## src/rtl/fanctrl_pkg.sv

```systemverilog
// Shared definitions for the fan-controller ADC front end: reader FSM states and
// the layout of the 16-clock frame returned by the external 8-bit SPI ADC.
package fanctrl_pkg;

   typedef enum logic [1:0] {
      ST_IDLE     = 2'd0,
      ST_CS_SETUP = 2'd1,
      ST_SHIFT    = 2'd2,
      ST_DONE     = 2'd3
   } adcState_e;

   localparam int ADC_FRAME_LEN      = 16;
   localparam int ADC_DATA_FIRST_BIT = 3;
   localparam int ADC_DATA_LAST_BIT  = 10;
   localparam int ADC_RAW_W          = ADC_DATA_LAST_BIT - ADC_DATA_FIRST_BIT + 1;

   // Bits sampled before the first data bit fall off the top of the shifter,
   // so it only needs to span from the data MSB to the last frame bit.
   localparam int ADC_SHIFT_W        = ADC_FRAME_LEN - ADC_DATA_FIRST_BIT;

endpackage

```

## src/rtl/adc_avg4.sv

```systemverilog
// Running average over the four newest raw ADC samples; only instantiated by
// adc_spi_reader when ADC_AVG_EN is defined.
module adc_avg4
   import fanctrl_pkg::*;
#(
   parameter int W = ADC_RAW_W
) (
   input  logic         clk_i,
   input  logic         rst_i,
   input  logic         load_i,
   input  logic [W-1:0] sample_i,
   output logic [W-1:0] avg_o
);

   logic [W-1:0] hist_q [4];
   logic [W+1:0] sum;

   always_ff @(posedge clk_i or posedge rst_i) begin
      if (rst_i) begin
         for (int i = 0; i < 4; i++) hist_q[i] <= '0;
      end else if (load_i) begin
         hist_q[0] <= sample_i;
         for (int i = 1; i < 4; i++) hist_q[i] <= hist_q[i-1];
      end
   end

   assign sum   = (W+2)'(hist_q[0]) + (W+2)'(hist_q[1]) + (W+2)'(hist_q[2]) + (W+2)'(hist_q[3]);
   assign avg_o = W'(sum >> 2);

endmodule

```

## src/rtl/adc_spi_reader.sv

```systemverilog
// Periodic SPI reader for the fan-controller ADC; define ADC_AVG_EN to report a
// four-sample running average instead of the raw conversion.
module adc_spi_reader
   import fanctrl_pkg::*;
#(
   parameter int ADC_BITWIDTH  = 8,
   parameter int CLK_DIV       = 4,
   parameter int SAMPLE_PERIOD = 1000
) (
   input  logic                    clk_i,
   input  logic                    rst_i,
   input  logic                    en_i,
   input  logic                    adc_miso_i,
   output logic                    adc_cs_n_o,
   output logic                    adc_sclk_o,
   output logic [ADC_BITWIDTH-1:0] ADC_value_o,
   output logic                    dataValid_STRB_o,
   output logic                    overrun_o
);

   localparam int TMR_W = (SAMPLE_PERIOD > 1) ? $clog2(SAMPLE_PERIOD) : 1;
   localparam logic [TMR_W-1:0] TMR_LAST = TMR_W'(SAMPLE_PERIOD - 1);
   localparam logic [7:0]       DIV_LAST = 8'(CLK_DIV - 1);
   localparam logic [3:0]       BIT_LAST = 4'(ADC_FRAME_LEN - 1);

   adcState_e              state_q, state_d;
   logic [TMR_W-1:0]       timer_q;
   logic [7:0]             div_q, div_d;
   logic [3:0]             bitCnt_q, bitCnt_d;
   logic                   sclk_q, sclk_d;
   logic                   csN_q, csN_d;
   logic [ADC_SHIFT_W-1:0] shift_q, shift_d;
   logic                   tick;
   logic                   loadSample;
   logic [ADC_RAW_W-1:0]   rawSample;

   assign tick      = (timer_q == TMR_LAST);
   assign rawSample = shift_q[ADC_SHIFT_W-1 -: ADC_RAW_W];

   always_ff @(posedge clk_i or posedge rst_i) begin
      if (rst_i)     timer_q <= '0;
      else if (tick) timer_q <= '0;
      else           timer_q <= timer_q + 1'b1;
   end

   // SCLK toggles every CLK_DIV cycles; MISO is captured on the toggle that raises SCLK.
   always_comb begin
      state_d    = state_q;
      div_d      = div_q;
      bitCnt_d   = bitCnt_q;
      sclk_d     = sclk_q;
      csN_d      = csN_q;
      shift_d    = shift_q;
      loadSample = 1'b0;
      case (state_q)
         ST_IDLE: begin
            if (tick && en_i) begin
               state_d = ST_CS_SETUP;
               csN_d   = 1'b0;
               div_d   = '0;
            end
         end
         ST_CS_SETUP: begin
            if (div_q == DIV_LAST) begin
               state_d  = ST_SHIFT;
               div_d    = '0;
               bitCnt_d = '0;
            end else begin
               div_d = div_q + 1'b1;
            end
         end
         ST_SHIFT: begin
            if (div_q == DIV_LAST) begin
               div_d  = '0;
               sclk_d = ~sclk_q;
               if (!sclk_q) begin
                  shift_d = {shift_q[ADC_SHIFT_W-2:0], adc_miso_i};
               end else if (bitCnt_q == BIT_LAST) begin
                  state_d    = ST_DONE;
                  csN_d      = 1'b1;
                  loadSample = 1'b1;
               end else begin
                  bitCnt_d = bitCnt_q + 1'b1;
               end
            end else begin
               div_d = div_q + 1'b1;
            end
         end
         ST_DONE: state_d = ST_IDLE;
         default: state_d = ST_IDLE;
      endcase
   end

   always_ff @(posedge clk_i or posedge rst_i) begin
      if (rst_i) begin
         state_q  <= ST_IDLE;
         div_q    <= '0;
         bitCnt_q <= '0;
         sclk_q   <= 1'b0;
         csN_q    <= 1'b1;
         shift_q  <= '0;
      end else begin
         state_q  <= state_d;
         div_q    <= div_d;
         bitCnt_q <= bitCnt_d;
         sclk_q   <= sclk_d;
         csN_q    <= csN_d;
         shift_q  <= shift_d;
      end
   end

`ifdef ADC_AVG_EN
   logic [ADC_RAW_W-1:0] avgValue;

   adc_avg4 #(.W(ADC_RAW_W)) u_avg (
      .clk_i    (clk_i),
      .rst_i    (rst_i),
      .load_i   (loadSample),
      .sample_i (rawSample),
      .avg_o    (avgValue)
   );

   assign ADC_value_o = ADC_BITWIDTH'(avgValue);
`else
   logic [ADC_BITWIDTH-1:0] value_q;

   always_ff @(posedge clk_i or posedge rst_i) begin
      if (rst_i)           value_q <= '0;
      else if (loadSample) value_q <= ADC_BITWIDTH'(rawSample);
   end

   assign ADC_value_o = value_q;
`endif

   assign adc_cs_n_o       = csN_q;
   assign adc_sclk_o       = sclk_q;
   assign dataValid_STRB_o = (state_q == ST_DONE);
   assign overrun_o        = tick && (state_q != ST_IDLE);

endmodule

```

## config.mk

```make
export PLATFORM = sky130hd
export DESIGN_NAME = adc_spi_reader
export DESIGN_NICKNAME = d
export VERILOG_FILES = /design/src/rtl/fanctrl_pkg.sv /design/src/rtl/adc_avg4.sv /design/src/rtl/adc_spi_reader.sv
export SDC_FILE = /design/constraint.sdc
export NUM_CORES = 1
export LEC_CHECK = 0
export ABC_AREA = 0
export ABC_CLOCK_PERIOD_IN_PS = 3400
export CORE_ASPECT_RATIO = 1.5
export CORE_MARGIN = 5
export CORE_UTILIZATION = 55
export CTS_CLUSTER_DIAMETER = 50
export DETAILED_ROUTE_END_ITERATION = 8
export PLACE_DENSITY = 0.75
export SYNTH_ARGS = -nofsm -noshare
export SYNTH_HDL_FRONTEND = slang
export SYNTH_HIERARCHICAL = 1
export SYNTH_SLANG_ARGS = --single-unit
```

## constraint.sdc

```tcl
create_clock -name clk_i -period 3.4 [get_ports clk_i]
set_input_delay 1.02 -clock clk_i [delete_from_list [all_inputs] [get_ports clk_i]]
set_output_delay 1.02 -clock clk_i [all_outputs]
set_load 0.02 [all_outputs]
```

==> flow_summary.json <==
{
  "status": "finished clean",
  "synth_commonest_cells": "dfrtp_1, nand3_1, mux2_2",
  "fmax_mhz": 315,
  "timing.final.crit_period_ps": 3170,
  "crit_arrival_ps": 2150,
  "fillers": 357,
  "met3_usage_pct": 3.09,
  "nets": 243,
  "r2r_slack_ps": 1130,
  "synth_seq_cells": 47,
  "syn_area_sq_mm": 0.00243,
  "synth_cells": 213,
  "p_per_area_mw_per_mm2": 382,
  "area_growth_pct": 12.9,
  "synth_xor_area_share_pct": 2.16,
  "reg2reg_depth": 5,
  "yosysTopAreaCell": "dfrtp_1",
  "hold_buffers": 0,
  "synth_compound_area_share_pct": 13.8,
  "tightest_slew_ps": 705,
  "clock_latency_ps": 300,
  "cts_tree": "done",
  "final_layout_size_suffix_gt1_share_pct": 16.8,
  "yosys_warnings": 6,
  "slew_headroom_pct": 53.0,
  "routabilityCongestion": 0.793,
  "hold_viol_final": 0,
  "htree_levels": 2,
  "pwr-share-comb_pct": 1.7,
  "grtUsageTotal_pct": 17.2,
  "ys_seq_area_share_pct": 48.4,
  "antenna_left": 0,
  "grtUsageMet1_pct": 21.3,
  "timing.hold.ws_ps": 488,
  "overflow": 0,
  "period_share_pct": 93.3,
  "clkSinkCount": 47,
  "grt_use_met2_pct": 28.8,
  "pwr-share-seq_pct": 53.4,
  "avgRoutedWirePerCell_um": 16.0,
  "io-pin-count": 16,
  "fin_area_sq_mm": 0.00275,
  "critical_path_required_ps": 2380,
  "drt-initial-drc-count": 61,
  "antenna_found_initial": 0,
  "vias_per_cell": 6.09,
  "hpwl_mm": 3.31,
  "core_sq_mm": 0.00425,
  "dieArea_sq_mm": 0.00588,
  "row_count": 29,
  "yosysUniqueCellTypes": 48,
  "numCtsBuffers": 5,
  "reg2reg_from": "div_q[0]",
  "drt_pass1_iterations": 4,
  "drcViolationCount": 0,
  "synthSimpleGateAreaFrac_pct": 15.8,
  "grt_pass1_wl_mm": 8.18,
  "syn_area_per_cell_sq_um": 11.4,
  "synth-edff-count": 0,
  "worstHoldPathCells": 1,
  "start_kind": "register",
  "final_cells": 278,
  "synth.most_common_cell": "dfrtp_1",
  "setup_tns_ps": 0,
  "start_util_pct": 57.3,
  "via_count": 1692,
  "maxCapViolCount": 0,
  "irDropWorstVdd_uv": 311,
  "cp-end-kind": "primary output",
  "place_inst": 270,
  "io_buffers": 15,
  "synth.mux.area_fraction_pct": 11.9,
  "whs_endpoint": "timer_q[0]",
  "worstHoldStart": "timer_q[0]",
  "intPower_mw": 0.858,
  "clkTransAtPathRegs_ps": 80,
  "drt-total-wl_mm": 4.46,
  "slew_violations": 0,
  "timing.rr.end": "shift_q[1]",
  "crit_fanout": 5,
  "dpl_cell_area_sq_mm": 0.00261,
  "yosys.area_share.adder_pct": 4.12,
  "worstSetupPathType": "reg -> out",
  "switching_share_pct": 18.1,
  "p_leak_nw": 1.26,
  "p_sw_mw": 0.190,
  "synth_flop_cell": "dfrtp_1",
  "n_antenna_cell": 0,
  "grt_pass1_vias": 1752,
  "cts_buffer_depth": 2,
  "p_clk_share_pct": 44.9,
  "fin_skew_ps": 5.03,
  "grt.busiest_layer": "met2",
  "root_buffer": "clkbuf_8",
  "grt_max_degree": 24,
  "async_flop_share_pct": 100,
  "synth.top_cell.area_share_pct": 47.3,
  "post_cts_resized": 0,
  "rsz0062_at_grt": "false",
  "setup_viol": 0,
  "fp.dieH_um": 91.4,
  "syn_nets": 225,
  "die_w_um": 64.3,
  "min_path_type": "reg -> reg",
  "cts_setup_buffers": 0,
  "synth_top_family_by_area": "simple AND/OR/NAND/NOR gates",
  "synth_area_leaders": "dfrtp_1, mux2_4, mux2_2, ha_1, nand3_1"
}
worst max-delay path: stages, from the launching register on:
cell             delay [ps]
dfrtp_1                 390
ha_1                    250
nand4b_1                270
nor4_1                  300
clkdlybuf4s50_1         650
metrics by stage:
stage                     worst slack (ps)  util (%)  power (mW)
final                                  229      64.7        1.05
after CTS                              201      64.7        1.07
after floorplan                        822         -       0.580
after global routing                  70.9      64.7        1.09
after global placement                 564      61.5       0.589
after detailed placement               560      61.5       0.589
how the worst max path moves through the flow:
stage / slack, ps / from / end
2_1_floorplan: 820 / timer_q[0] / overrun_o
3_3_place_gp: 560 / timer_q[0] / overrun_o
3_5_place_dp: 560 / timer_q[0] / overrun_o
4_1_cts: 200 / timer_q[0] / overrun_o
5_1_grt: 70 / timer_q[0] / overrun_o
6_report: 230 / timer_q[0] / overrun_o
cell usage in the layout (no fill, tap or decap), types with 4 or more instances in the layout:
master,n
dfrtp_1,46
nand3_1,15
clkdlybuf4s50_1,15
mux2_2,12
o21ai_0,10
nor2_1,10
inv_1,9
mux2_4,9
nand2_1,9
ha_1,8
nor3_1,7
a31oi_1,6
a22o_1,5
clkbuf_8,5
nor2b_1,4
o21a_1,4
logic make-up (layout without fill, tap and decap cells):
logic type,Yosys count,count (layout)
and+or+nand+nor,67,67
DFF,47,47
AOI/OAI and AO/OA,44,44
muxes,23,23
buffers and inverters,18,37
adders and majority gates,8,8
xor gates and xnor gates,6,6
power groups by stage:
stage	registers (mW)	clock network [mW]	logic, mW
floorplan	0.570	0	0.00974
global placement	0.571	0	0.0186
detailed placement	0.570	0	0.0190
CTS	0.559	0.487	0.0189
global route	0.560	0.511	0.0210
finish	0.559	0.471	0.0177
flip-flops by register name, indices dropped and copies added (netlist names):
register and cells:
adc_cs_n_o 1, state_q 2, ADC_value_o 8, bitCnt_q 4
div_q 8, adc_sclk_o 1, shift_q 13, timer_q 10
metal layers:
layer / up-vias / wire length [um]
met3: 10 / 147
met2: 31 / 2310
met4: 0 / 110
li1: 824 / -
met1: 827 / 1880
met5: - / 0
layout make-up:
cell class | count | area (sq um) | share of cell area (%)
clock buffer | 6 | 72.6 | 2.64
sequential | 47 | 1180 | 42.9
inverter | 11 | 41.3 | 1.50
clock inverter | 2 | 60.1 | 2.19
multi-input combinational | 148 | 1160 | 42.4
timing repair buffer | 18 | 173 | 6.29
tap | 46 | 57.6 | 2.10
No activity file was read; power rests on OpenSTA's default activity.
